$ cat src/rtl/if_stage.sv
// MIPS fetch stage: PC register, next-PC select, IF/ID register and stall/flush counters.
// All outputs are registered. Redirects land on pc_o one edge after sampling. Stalls hold PC and IF/ID independently.
module if_stage #(
  parameter logic [31:0] PC_RESET = 32'h0000_0000,
  parameter int unsigned CNT_W    = 16
) (
  input  logic             clk_i,
  input  logic             rst_i,
  input  logic             start_i,
  input  logic             pc_stall_i,
  input  logic             stall_hold_i,
  input  logic             branch_i,
  input  logic [31:0]      branch_target_i,
  input  logic             jump_i,
  input  logic [31:0]      jump_target_i,
  input  logic [31:0]      instr_i,
  output logic [31:0]      pc_o,
  output logic [31:0]      if_id_pc4_o,
  output logic [31:0]      if_id_instr_o,
  output logic             if_id_valid_o,
  output logic [CNT_W-1:0] stall_cnt_o,
  output logic [CNT_W-1:0] flush_cnt_o
);

  typedef enum logic {S_IDLE, S_RUN} state_t;

  localparam logic [CNT_W-1:0] CNT_MAX = {CNT_W{1'b1}};
  localparam logic [CNT_W-1:0] CNT_ONE = {{(CNT_W-1){1'b0}}, 1'b1};

  state_t      state;
  logic [31:0] pc_plus4;
  logic        stall;
  logic        redirect;

  assign pc_plus4 = pc_o + 32'd4;
  assign stall    = pc_stall_i | stall_hold_i;
  assign redirect = branch_i | jump_i;

  always_ff @(posedge clk_i or posedge rst_i) begin
    if (rst_i) begin
      state         <= S_IDLE;
      pc_o          <= PC_RESET;
      if_id_pc4_o   <= 32'h0;
      if_id_instr_o <= 32'h0;
      if_id_valid_o <= 1'b0;
      stall_cnt_o   <= '0;
      flush_cnt_o   <= '0;
    end else begin
      case (state)
        S_IDLE: begin
          if (start_i) state <= S_RUN;
        end
        S_RUN: begin
          if (stall) begin
            // The stalled ID instruction re-issues any redirect once the stall clears.
            if (!pc_stall_i) pc_o <= pc_plus4;
            if (!stall_hold_i) begin
              if_id_pc4_o   <= pc_plus4;
              if_id_instr_o <= instr_i;
              if_id_valid_o <= 1'b1;
            end
            if (stall_cnt_o != CNT_MAX) stall_cnt_o <= stall_cnt_o + CNT_ONE;
          end else if (redirect) begin
            pc_o          <= branch_i ? branch_target_i : jump_target_i;
            if_id_pc4_o   <= 32'h0;
            if_id_instr_o <= 32'h0;
            if_id_valid_o <= 1'b0;
            if (flush_cnt_o != CNT_MAX) flush_cnt_o <= flush_cnt_o + CNT_ONE;
          end else begin
            pc_o          <= pc_plus4;
            if_id_pc4_o   <= pc_plus4;
            if_id_instr_o <= instr_i;
            if_id_valid_o <= 1'b1;
          end
        end
      endcase
    end
  end

endmodule

$ cat config.mk
export PLATFORM = sky130hd
export DESIGN_NAME = if_stage
export DESIGN_NICKNAME = d
export VERILOG_FILES = /design/src/rtl/if_stage.sv
export SDC_FILE = /design/constraint.sdc
export NUM_CORES = 1
export LEC_CHECK = 0
export BUFFER_PORTS_ARGS = -buffer_cell sky130_fd_sc_hd__buf_4
export CORE_ASPECT_RATIO = 0.6
export CORE_MARGIN = 1
export CORE_UTILIZATION = 40
export CTS_CLUSTER_DIAMETER = 50
export DETAILED_ROUTE_END_ITERATION = 8
export PLACE_DENSITY = 0.68
export SETUP_SLACK_MARGIN = 0.1
export SYNTH_ARGS = -nofsm -noshare
export SYNTH_HDL_FRONTEND = slang
export SYNTH_SLANG_ARGS = --single-unit
$ cat constraint.sdc
create_clock -name clk_i -period 3.38 [get_ports clk_i]
set_input_delay 0 -clock clk_i [delete_from_list [all_inputs] [get_ports clk_i]]
set_output_delay 0 -clock clk_i [all_outputs]
set_load 0.005 [all_outputs]
# After elaboration in Yosys (flattened, before gate mapping)
# Cells that the tools add are included.
# op_classes
bitwise	3
n_reduce_logical	4
add_sub_neg	3
n_eq_ne	4
mux	15
# ops
cell	count
two-way mux 32 bit	10
adder 16 x 1 -> 16 bit (second input constant)	2
adder 32 x 3 -> 32 bit (second input constant)	1
!= test 16 bit (second input constant)	2
two-way mux 1 bit	5
!= test 2 bit (second input constant)	2
AND reduction 2 bit	2
AND reduction 4 bit	1
AND reduction 3 bit	1
OR 1 bit	2
inverter 1 bit	1
# totals
in_bits	103
reg_bits	130
elab_cells	36

# Longest topological paths before layout
# depth
word_depth	3
mapped_depth	8
ltp_nobuf	5

# Least setup slack after synthesis
# Ideal clock, no wire load.
# synth_timing
kind	reg-to-reg
startpoint	register pc_o[2]
endpoint	register if_id_pc4_o[16]
setup_ns	0.126
path_slack_ns	1.351
path_stages_with_launch	6
arrival_time_ns	1.903
cell_sequence	dfrtp_1 > ha_1 > nand3_2 > or4_4 > o2111a_1 > a221o_1
# synth_between
elab_chain_len	3
# synth_lines
item	line	source
from (decl)	17	output logic [31:0] pc_o,
from (signal assigned)	56	if (!pc_stall_i) pc_o <= pc_plus4;
from (signal assigned)	64	pc_o <= branch_i ? branch_target_i : jump_target_i;
from (signal assigned)	70	pc_o <= pc_plus4;
adder 32 x 3 -> 32 bit *	35	assign pc_plus4 = pc_o + 32'd4;
two-way mux 32 bit (on tied branches)	63, 57	
two-way mux 32 bit *	54	if (stall) begin
to (signal assigned)	58	if_id_pc4_o <= pc_plus4;
to (signal assigned)	71	if_id_pc4_o <= pc_plus4;
to (decl)	18	output logic [31:0] if_id_pc4_o,
# Every way passes the cells marked *; elsewhere a longest branch is shown, timed or not. The select of a mux whose other input is x is not followed.
# A chain may end at the register's enable or synchronous reset.

# Final worst setup path
# Ends and elaborated chain as after synthesis.

==> implementation parameters <==
Parameter                              Value

Critical path
  Worst-path maximum fanout ... 13
  Category of the worst setup path launch point ... flop
  Worst-case register-to-register setup slack ... 1080 ps
  Crit-path cells ... ha_1 -> nand3_2 -> or4_4 -> o2111a_1 -> a221o_1
  Data required time at the worst endpoint ... 3690 ps
  Launch point of the worst reg-to-reg path ... pc_o[2]
  Timing startpoint of the critical path ... pc_o[2]
  Worst reg-to-reg path cell count ... 5
  Path type of the worst setup path ... reg -> reg
  Buffers & Inverters on Critical Path ... 0
  Data arrival time at the worst-slack endpoint ... 2610 ps
  R2r endpoint ... if_id_pc4_o[16]
  Cell with the largest stage delay on the worst path ... sky130_fd_sc_hd__or4_4
  Top Family by Delay on Critical Path ... simple AND/OR/NAND/NOR gates
  Endpoint kind of the worst setup timing path ... flop
  Largest stage delay, worst path ... 670 ps

Flow run
  Max_cap viols ... 0

Yosys
  Net count after synthesis ... 921
  Number of instances in the synthesized netlist ... 815
  Seq cells post-synth ... 130
  Post-Synthesis Mean Instance Area ... 8.944 µm²
  Share of the synthesized area in the top cell type ... 44.63%
  Post-synth cell types ... 60
  EDFF count, synth ... 0
  Yosys warning total ... 0
  Biggest area contributors in the synthesized netlist ... sky130_fd_sc_hd__dfrtp_1 (45%), sky130_fd_sc_hd__nand2_1 (6.8%), sky130_fd_sc_hd__o21ai_0 (4.2%)
  Top FF cell, synth ... sky130_fd_sc_hd__dfrtp_1
  Share of flip-flops with an asynchronous set or reset ... 100.0%
  Portion of the post-synthesis area used by sequential elements ... 44.63%
  Post-synthesis cell type with the largest combined area ... sky130_fd_sc_hd__dfrtp_1
  Netlist area before placement ... 0.007289 mm²

CTS
  Source-to-sink clock delay at the later pin of the worst-skew pair ... 430 ps
  Setup repair bufs after CTS ... 0
  Number of buffers created by CTS ... 17
  Clk pin slew, worst setup/hold paths ... 60 ps
  CTS sink cnt ... 130
  CTS tree ... built
  Count of hold-fix buffers inserted at cts ... 38
  Count of H-tree levels built during CTS ... 4
  Post_cts resized ... 0
  CTS Buffer Depth ... 2
  Cell at the root of the clock tree ... sky130_fd_sc_hd__clkbuf_16

Routing
  Length of the first detailed-routing pass in iterations ... 8
  Routed wirelength normalized by instance count ... 19.00 µm
  Count of vias placed by the detailed router ... 7,265
  Post-route antenna net violation count ... 0
  Count of routing violations after the opening detailed-route iteration ... 723
  Via density per instance ... 5.610
  Routed wire length ... 24.61 mm
  Number of design rule violations left after detail routing ... 0

Run status
  Run status ... finished, final reports clean

Power
  Cell internal pwr ... 3.661 mW
  Power density cells ... 544.6 mW/mm²
  Leakage Power ... 4.593 nW
  Total net switching power ... 1.866 mW
  Switching portion of total power ... 33.76%
  Reg power frac ... 39.7%
  Combinational fraction of design power ... 26.7%
  Maximum vdd drop ... 0.0003942 V
  Portion of total power attributed to the clock network ... 33.6%
  Power Total ... 5.527 mW

Timing
  Clock skew after layout ... 5.045 ps
  Worst Tran Pin Value ... 996.0 ps
  Maximum clock rate ... 434.8 MHz
  Final count of pins violating max slew ... 0
  Hold WS ... 32.31 ps
  Shortest clock period the worst path allows after layout ... 2300 ps
  Relative slew slack ... 33.46%
  Worst setup margin ... 1080 ps
  Endpoints failing hold ... 0
  Total Neg Setup Slack ... 0 ps
  Portion of the clock cycle consumed by the worst path in the final layout ... 68.04%
  Final Setup Violations ... 0
  RSZ-0062 raised after global routing ... false

Worst hold path
  WHS Endpoint ... pc_o[2]
  Worst Hold Depth ... 4
  Worst min-delay path category ... in -> reg
  Hold path start ... jump_target_i[2]

Layout
  Fraction of layout cells with a size suffix above 1 ... 28.93%
  Nets ... 1,154
  Ant diodes ... 0
  Area added between synthesis and finish ... 39.22%
  Number of standard cells in the final layout excluding fillers ... 1,295

Floorplanning
  Total Die Area ... 0.01879 mm²
  Top Ports ... 232
  Core footprint ... 0.01750 mm²
  Effective utilization at floorplan ... 41.66%
  Floorplan die height ... 106.6 µm
  Cell row count ... 37
  Width of the die ... 176.3 µm

Global routing
  Number of antenna violations at the first check in global routing ... 0
  Gr ovfl total ... 0
  Largest net degree at the start of global routing ... 57
  Global-route wire length before repair ... 38.72 mm
  GRT Util Overall ... 26.71%
  Number of global-route vias before repair ... 7,034

Placement
  Global placement routability congestion ... 0.8477
  Number of placed cells counting well taps ... 1,225
  Count of input and output buffers ... 231
  Estimated wirelength of the detail-placed design ... 16.91 mm
  Worst slack after detailed placement ... 1122 ps
-- power by group through the flow --
stage	clock (mW)	combinational (mW)	sequential (mW)
final	1.86	1.48	2.20
after global routing	1.96	1.61	2.24
after CTS	1.88	1.48	2.19
after detailed placement	0	1.44	2.21
after global placement	0	1.42	2.20
after floorplan	0	0.743	2.10
-- cell type report --
class,instances,area (µm²)
inverter,8,33.78
multi-input combinational,607,3744
tap,234,292.8
clock inverter,15,160.2
timing repair buffer,284,2240
clock buffer,17,425.4
sequential,130,3253
fill,1577,7351
-- per-stage QoR --
step	utilization, %	instance area, µm²
5_1_grt	57.99	10150
3_5_place_dp	52.47	9183
4_1_cts	57.99	10150
6_report	57.99	10150
2_1_floorplan	-	7293
3_3_place_gp	52.47	9183
-- worst min-delay path, cell delays in order --
cell and delay [ps]:
sky130_fd_sc_hd__buf_4 70, sky130_fd_sc_hd__mux2i_1 70, sky130_fd_sc_hd__nor3_1 150, sky130_fd_sc_hd__a211o_1 130
-- layout by cell type, fill, tap and decap left out, types with 10 or more instances in the layout --
master                            n
sky130_fd_sc_hd__dlygate4sd3_1   38
sky130_fd_sc_hd__nor3_1          22
sky130_fd_sc_hd__xor2_1          25
sky130_fd_sc_hd__dfrtp_1        130
sky130_fd_sc_hd__nor2_1          33
sky130_fd_sc_hd__and4_1          10
sky130_fd_sc_hd__buf_4          245
sky130_fd_sc_hd__o211ai_1        20
sky130_fd_sc_hd__xnor2_1         13
sky130_fd_sc_hd__nand4_1         40
sky130_fd_sc_hd__nand2_1        132
sky130_fd_sc_hd__a211oi_1        14
sky130_fd_sc_hd__o21ai_0         61
sky130_fd_sc_hd__nor4_1          28
sky130_fd_sc_hd__clkbuf_16       17
sky130_fd_sc_hd__mux2i_1         25
sky130_fd_sc_hd__a21oi_1         30
sky130_fd_sc_hd__nand3_1         33
-- Yosys cell counts, drive strengths merged (6+ instances only) --
master	n
or3	9
clkbuf	51
nand4	40
inv	8
xor2	25
nand2	133
a31oi	9
a211oi	14
and4	10
a21oi	31
nor2	35
o2111ai	9
o21ai	61
and3	6
xnor2	13
nor3	24
o211ai	20
nor4	31
nand3	37
mux2	8
dfrtp	130
mux2i	25
buf	19
-- how the worst max path moves through the flow --
stage	slack (ps)	end	cells after the start
global placement	1150	if_id_pc4_o[16]	5
global route	990	if_id_pc4_o[16]	5
floorplan	1350	if_id_pc4_o[16]	5
finish	1080	if_id_pc4_o[16]	5
CTS	1100	if_id_pc4_o[16]	5
detailed placement	1120	if_id_pc4_o[16]	5
-- registers in the layout, summed over array words and instances, names as in the netlist --
register and count:
if_id_valid_o 1, pc_o 32, if_id_pc4_o 32, if_id_instr_o 32
state 1, flush_cnt_o 16, stall_cnt_o 16
-- cell families after synthesis --
family	share of synthesized area, %
AO/OA/AOI/OAI	16.48
XOR/XNOR	4.566
adder cells (fa/ha/maj)	0.5150
buffers and inverters	4.428
flip-flops	44.63
multiplexers	4.669
AND/OR/NAND/NOR	24.72
-- per-layer routing --
layer,vias to the layer above,track usage [%],wire length [µm]
met4,0,7.578,316
met3,21,7.761,2384
li1,3477,-,-
met5,-,0,0
met2,345,36.08,9907
met1,3422,40.37,12000
(Power assumes the default switching activity.)
